`src/rtl/ysyx_25020037_exu_issue.sv`:
```
// ysyx_25020037_exu_issue: single-entry issue stage between decode and ALU.
// Steers operands to the ALU, registers the result and pulses fetch redirects.
module ysyx_25020037_exu_issue (
  input  logic        clock,
  input  logic        reset_n,
  input  logic        id_valid,
  output logic        id_ready,
  input  logic [31:0] id_pc,
  input  logic [31:0] id_rs1,
  input  logic [31:0] id_rs2,
  input  logic [31:0] id_imm,
  input  logic [4:0]  id_fn,
  input  logic        id_src2_imm,
  input  logic        id_src1_pc,
  input  logic        id_jal,
  input  logic        id_jalr,
  input  logic [4:0]  id_rd,
  output logic [16:0] alu_op,
  output logic        double_cal,
  output logic [31:0] alu_src1,
  output logic [31:0] alu_src2,
  output logic [31:0] alu_src3,
  output logic [31:0] alu_src4,
  input  logic [31:0] alu_result1,
  input  logic        alu_result2,
  output logic        ex_valid,
  input  logic        ex_ready,
  output logic [31:0] ex_result,
  output logic [4:0]  ex_rd,
  output logic [31:0] ex_pc,
  output logic        redirect_valid,
  output logic [31:0] redirect_pc,
  output logic [31:0] taken_cnt
);

  typedef enum logic {
    EMPTY = 1'b0,
    FULL  = 1'b1
  } state_t;

  state_t state;
  state_t state_nx;

  logic        is_jump;
  logic        is_br;
  logic        is_alu;
  logic [16:0] fn_hot;
  logic        accept;

  logic [31:0] res_d;
  logic [31:0] tgt_d;
  logic [4:0]  rd_d;
  logic        redir_d;

  assign is_jump = id_jal | id_jalr;
  assign is_br   = ~is_jump & (id_fn >= 5'd11) & (id_fn <= 5'd16);
  assign is_alu  = ~is_jump & (id_fn <= 5'd10);
  assign fn_hot  = 17'd1 << id_fn;

  assign ex_valid = (state == FULL);
  assign id_ready = (~ex_valid | ex_ready) & ~redirect_valid;
  assign accept   = id_valid & id_ready;

  // Operand steering depends only on id_* so the ALU sees it every cycle.
  always_comb begin
    alu_op     = '0;
    double_cal = 1'b0;
    alu_src1   = id_src1_pc ? id_pc : id_rs1;
    alu_src2   = id_src2_imm ? id_imm : id_rs2;
    alu_src3   = '0;
    alu_src4   = '0;
    unique case (1'b1)
      is_jump: begin
        alu_op   = 17'd1;
        alu_src1 = id_jalr ? id_rs1 : id_pc;
        alu_src2 = id_imm;
      end
      is_br: begin
        alu_op     = fn_hot | 17'd1;
        double_cal = 1'b1;
        alu_src1   = id_pc;
        alu_src2   = id_imm;
        alu_src3   = id_rs1;
        alu_src4   = id_rs2;
      end
      is_alu: alu_op = fn_hot;
      default: alu_op = '0;
    endcase
  end

  always_comb begin
    res_d   = '0;
    rd_d    = '0;
    redir_d = 1'b0;
    tgt_d   = alu_result1;
    unique case (1'b1)
      is_jump: begin
        res_d   = id_pc + 32'd4;
        rd_d    = id_rd;
        redir_d = 1'b1;
        tgt_d   = alu_result1 & 32'hFFFF_FFFE;
      end
      is_br: redir_d = alu_result2;
      is_alu: begin
        res_d = alu_result1;
        rd_d  = id_rd;
      end
      default: ;
    endcase
  end

  always_ff @(posedge clock) begin
    if (!reset_n) state <= EMPTY;
    else          state <= state_nx;
  end

  always_comb begin
    state_nx = state;
    unique case (state)
      EMPTY: if (accept) state_nx = FULL;
      FULL: begin
        if (accept)        state_nx = FULL;
        else if (ex_ready) state_nx = EMPTY;
      end
      default: state_nx = EMPTY;
    endcase
  end

  // The redirect pulse lasts one cycle and blocks id_ready while it is up.
  always_ff @(posedge clock) begin
    if (!reset_n) begin
      ex_result      <= '0;
      ex_rd          <= '0;
      ex_pc          <= '0;
      redirect_valid <= 1'b0;
      redirect_pc    <= '0;
      taken_cnt      <= '0;
    end else begin
      redirect_valid <= accept & redir_d;
      if (accept) begin
        ex_result <= res_d;
        ex_rd     <= rd_d;
        ex_pc     <= id_pc;
      end
      if (accept & redir_d) begin
        redirect_pc <= tgt_d;
        taken_cnt   <= taken_cnt + 32'd1;
      end
    end
  end

endmodule

```
`config.mk`:
```
export PLATFORM = sky130hd
export DESIGN_NAME = ysyx_25020037_exu_issue
export DESIGN_NICKNAME = d
export VERILOG_FILES = /design/src/rtl/ysyx_25020037_exu_issue.sv
export SDC_FILE = /design/constraint.sdc
export NUM_CORES = 1
export LEC_CHECK = 0
export CELL_PAD_IN_SITES_DETAIL_PLACEMENT = 1
export CELL_PAD_IN_SITES_GLOBAL_PLACEMENT = 2
export CORE_MARGIN = 5
export CORE_UTILIZATION = 21
export CTS_BUF_LIST = sky130_fd_sc_hd__clkbuf_2
export CTS_CLUSTER_DIAMETER = 30
export CTS_CLUSTER_SIZE = 28
export DETAILED_ROUTE_END_ITERATION = 16
export PLACE_DENSITY = 0.91
export SYNTH_ARGS = -nofsm -noshare
export SYNTH_HDL_FRONTEND = slang
export SYNTH_SLANG_ARGS = --single-unit
export TNS_END_PERCENT = 100
```
`constraint.sdc`:
```
create_clock -name clock -period 4.8 [get_ports clock]
set_input_delay 0.96 -clock clock [delete_from_list [all_inputs] [get_ports clock]]
set_output_delay 0.96 -clock clock [all_outputs]
set_load 0.02 [all_outputs]
```
* Yosys cells after proc, flatten, opt, wreduce, memory -nomap -nowiden
Index checks and enable logic that the tools add are counted.
Widths: inputs -> output; s select.
** Word-level totals
- Input port bits :: 179
- Output and inout port bits :: 282
- Word-level logic and storage cells :: 43
- Flip-flop bits (word level) :: 135
** Cells by class
- $add $sub $neg :: 2
- Bitwise logic cells :: 11
- Multiplexer cells :: 17
- Order comparisons :: 3
- Reduce and logical (&&, ||, !) cells :: 2
- Shifts and indexed selects :: 1
** Operators with widths (count)
- $mux 32 :: 6
- $pmux 32 s2 :: 2
- $pmux 17 s3 :: 1
- $add 32x1->32 const B :: 1
- $add 32x3->32 const B :: 1
- $shl 1x5->17 const A :: 1
- $and 1x1->1 :: 6
- $ge 5x4->1 const B :: 1
- $le 5x4->1 const B :: 1
- $le 5x5->1 const B :: 1
- $mux 1 :: 5
- $mux 5 :: 1
- $pmux 1 s2 :: 2
- $reduce_or 2->1 :: 2
- $not 1->1 :: 3
- $or 1x1->1 :: 2

* Logic depth before layout (Yosys ltp)
- Depth after elaboration :: 6
- Mapped depth :: 8

* Least setup slack after synthesis
Ideal clock, no wire load.
- Path type :: in2out
- Start point :: input port id_fn[0]
- End point :: output port alu_src2[10]
- Data required time :: 3840 ps
- Cell stages on the path :: 7
- Setup slack :: 1240 ps
- Arrival time :: 2600 ps
- Cells stage by stage :: buf_2 -> a21o_1 -> and2_1 -> a21oi_1 -> nor3b_2 -> buf_2 -> mux2_2
** On the way
- Cells in the longest elaborated chain, start to end :: 5
- Elaborated cells on any way between the ends :: 6
- Those cells by class :: 2 x order compare; 1 x mux; 2 x bitwise; 1 x reduce/logical
** Ends and longest elaborated chain
- start: declaration :: line 12 : input logic [4:0] id_fn,
- $ge 5x4->1 :: line 56 : assign is_br = ~is_jump & (id_fn >= 5'd11) & (id_fn <= 5'd16);
- $and 1x1->1 :: line 56
- $and 1x1->1 (*) :: line 56
- $reduce_or 2->1 (no source line) (*)
- $mux 32 (*) :: line 72 : unique case (1'b1)
- end: declaration :: line 21 : output logic [31:0] alu_src2,
Mark *: on every way between the ends. The rest lies on a longest branch, timed or not.

* Worst setup path in the final report
- Start point :: input port id_fn[3]
- End point :: output port alu_src2[19]
The elaborated chain is that of the path after synthesis.

==> metrics.csv <==
stage,metric,value,unit
outcome,outcome,"complete, no violations",
worst_setup_path,worstSetupPathType,input pin to output pin,
cells_and_area,post-route-cell-area,12900,um^2
timing,final-setup-viol-count,0,
synth,ys_seq_area_share,36.4,%
placement,dp_hpwl,35.2,mm
power,p_per_area,224,nW/um^2
power,vdd.ir_drop.worst,109,uV
timing,clock_skew,39.3,ps
clock_network,htree_levels,4,
synth,syn_inst,931,
drt,drt-initial-drc-count,352,
timing,tns,0,ps
clock_network,path_clk_slew,210,ps
clock_network,cts_buffers,17,
synth,yosysWarnings,0,
clock_network,cts_tree,yes,
synth,syn-num-nets,1112,
timing,finalHoldViolCount,0,
timing,fmax,0.216,GHz
cells_and_area,final_common_cell,clkdlybuf4s50_1,
floorplan,start_util,21.4,%
synth,syn_area_per_cell,7.98,um^2
clock_network,clk_path_buf_depth,2,
cells_and_area,nets,1548,
grt,grt_max_degree,71,
worst_setup_path,cp_max_fo,32,
floorplan,die_x,198,um
timing,timing_worst_slew_pin_value,913,ps
grt,antenna_found_initial,13,
synth,synth-seq-cells,135,
power,leakagePower,4.53,nW
worst_setup_path,crit_path_top_delay_cell,clkdlybuf4s50_1,
synth,synthArstFlopShare,0,%
drt,wire_per_inst,23.9,um
floorplan,fp-row-count,68,
drt,drc,0,
worst_setup_path,endpoint_kind,output pin,
worst_setup_path,crit_path_start_kind,input pin,
floorplan,ios,461,
cells_and_area,syn2layout_area_growth,73.7,%
timing,setup_ws,164,ps
placement,portBuffers,460,
cells_and_area,layout-drive-gt1-share,10.9,%
cells_and_area,fin_util,37.2,%
drt,wirelength,44.1,mm
floorplan,die_area,39200,um^2
grt,grt_overflow,0,
grt,grt_pass1_vias,9488,
clock_network,cts_setup_buffers,0,
cells_and_area,final_cell_mix,"clkdlybuf4s50_1 (451), nand2_1 (159), dfxtp_1 (135)",
grt,track_usage,21.7,%
clock_network,cts.sinks,135,
cells_and_area,fillCellCount,4118,
clock_network,cts_hold_buffers,0,
drt,firstDrtPassIters,5,
drt,ant_nets,0,
cells_and_area,multi_input_area,4470,um^2
worst_setup_path,worst-path-buf-inv,4,
synth,synth-edff-count,0,
synth,synth.distinct_cells,58,
placement,place_congestion,0.919,
floorplan,coreArea,34700,um^2
synth,synth-main-ff-cell,dfxtp_1,
cells_and_area,seqCellArea,2700,um^2
timing,fin_crit,4640,ps
worst_setup_path,critical_path.most_common_cell,clkdlybuf4s50_1,
grt,grt_first_pass_wirelength,63.5,mm
timing,final_max_slew_viol_count,0,
worst_setup_path,critPathArrivalTime,3680,ps
drt,vias_per_cell,4.83,
drt,vias,8913,
floorplan,dieHeight,198,um
worst_setup_path,crit_family,buffers and inverters,
worst_setup_path,required,3840,ps
timing,rsz0062_at_grt,false,
timing,fin_crit_sh,96.6,%
clock_network,clock_latency,730,ps
clock_network,post_cts_resized,0,
worst_hold_path,hp-class,flip-flop to flip-flop,
timing,max_slew_margin,38.9,%
synth,syn_area,7430,um^2
placement,postPlaceCellArea,12600,um^2
clock_network,cts.root.buffer_cell,clkbuf_2,
placement,pre_cts_ws,203,ps
flow_run,max_cap_viol_count,0,
worst_setup_path,cpPeakStageDelay,570,ps
worst_setup_path,crit_chain,clkdlybuf4s50_1 -> nor2b_1 -> and2_1 -> a21oi_1 -> buf_4 -> nor3b_4 -> buf_12 -> mux2_2 -> clkdlybuf4s50_1,
-- registers in the layout (all words and copies together), names as in the netlist --
| name | flops |
|---|---|
| redirect_valid | 1 |
| ex_rd | 5 |
| ex_valid | 1 |
| ex_pc | 32 |
| taken_cnt | 32 |
| redirect_pc | 32 |
| ex_result | 32 |
-- worst register-to-register path, stage by stage, from the launching register on --
cell	delay, ps
dfxtp_1	380
nor2b_1	260
and2_4	580
buf_4	560
o21a_1	340
a22oi_1	100
nor2_1	150
-- logic make-up after synthesis --
family,count (synthesis),synth area share [%]
AO/OA/AOI/OAI,216,17.9
XOR/XNOR,30,3.54
adder cells (fa/ha/maj),2,0.337
buffers and inverters,79,4.31
flip-flops,135,36.4
multiplexers,68,10.2
AND/OR/NAND/NOR,401,27.2
-- synth_stat cells (all sizes together) (2+ instances only) --
| master | number | area, um^2 |
|---|---|---|
| o21a | 4 | 30.0 |
| a32oi | 2 | 17.5 |
| xnor2 | 11 | 96.3 |
| clkbuf | 45 | 170 |
| or2 | 3 | 18.8 |
| nand3 | 30 | 155 |
| buf | 25 | 116 |
| dfxtp | 135 | 2700 |
| a22oi | 6 | 45.0 |
| or3 | 10 | 62.6 |
| a31oi | 4 | 31.3 |
| a211oi | 7 | 52.6 |
| and3 | 20 | 130 |
| xor2 | 19 | 166 |
| o22ai | 12 | 75.1 |
| and2 | 68 | 425 |
| a221oi | 10 | 87.6 |
| a21bo | 2 | 20.0 |
| nand3b | 6 | 45.0 |
| o21ai | 36 | 184 |
| o211ai | 2 | 15.0 |
| nor2b | 3 | 18.8 |
| nand2 | 160 | 601 |
| o211a | 2 | 20.0 |
| or4 | 6 | 45.0 |
| inv | 9 | 33.8 |
| a21o | 2 | 15.0 |
| nor3 | 8 | 40.0 |
| and4 | 9 | 78.8 |
| o31ai | 6 | 45.0 |
| mux2i | 4 | 40.0 |
| a41oi | 2 | 17.5 |
| nand4 | 16 | 100 |
| nor4 | 7 | 65.1 |
| mux2 | 64 | 721 |
| ha | 2 | 25.0 |
| o2111ai | 2 | 23.8 |
| nand2b | 7 | 43.8 |
| a21oi | 110 | 554 |
| nor2 | 46 | 173 |
| a2111oi | 3 | 63.8 |
-- area by class of cell --
type | count | share of cell area, %
inverter | 9 | 0.281
timing repair buffer | 487 | 37.8
clock inverter | 13 | 0.999
antenna | 11 | 0.213
tap | 455 | 4.41
sequential | 135 | 21.0
multi-input combinational | 717 | 34.6
clock buffer | 19 | 0.737
-- power by group --
part	switching [W]	internal (W)	leakage (nW)
logic	0.000508	0.000449	3.28
clock network	0.000476	0.000241	0.143
registers	0.0000356	0.00119	1.10
-- per-stage QoR --
| stage | std cells | hold WS, ps | total power, W |
|---|---|---|---|
| global route | 1845 | 491 | 0.00304 |
| global placement | 1803 | 441 | 0.00219 |
| finish | 1846 | 470 | 0.00289 |
| CTS | 1835 | 473 | 0.00294 |
| detailed placement | 1803 | 450 | 0.00220 |
| floorplan | 931 | 529 | 0.00164 |
-- routing by layer --
layer	vias up	track usage (%)	routed length (um)
met5	-	0	0
met4	0	7.93	1050
met3	45	5.39	2630
met2	329	39.6	23400
met1	4380	24.4	17000
li1	4159	-	-
-- path summary, 6_finish.rpt --
kind | from | endpoint | slack, ps | cells after the start
worst min-delay path | redirect_pc[31] | redirect_pc[31] | 470 | 2
worst max register to register | redirect_valid | ex_rd[2] | 2360 | 6
worst max-delay path | id_fn[3] | alu_src2[19] | 160 | 9
worst min register to register | redirect_pc[31] | redirect_pc[31] | 470 | 2
Note: power is estimated with default switching activity, not from simulation.
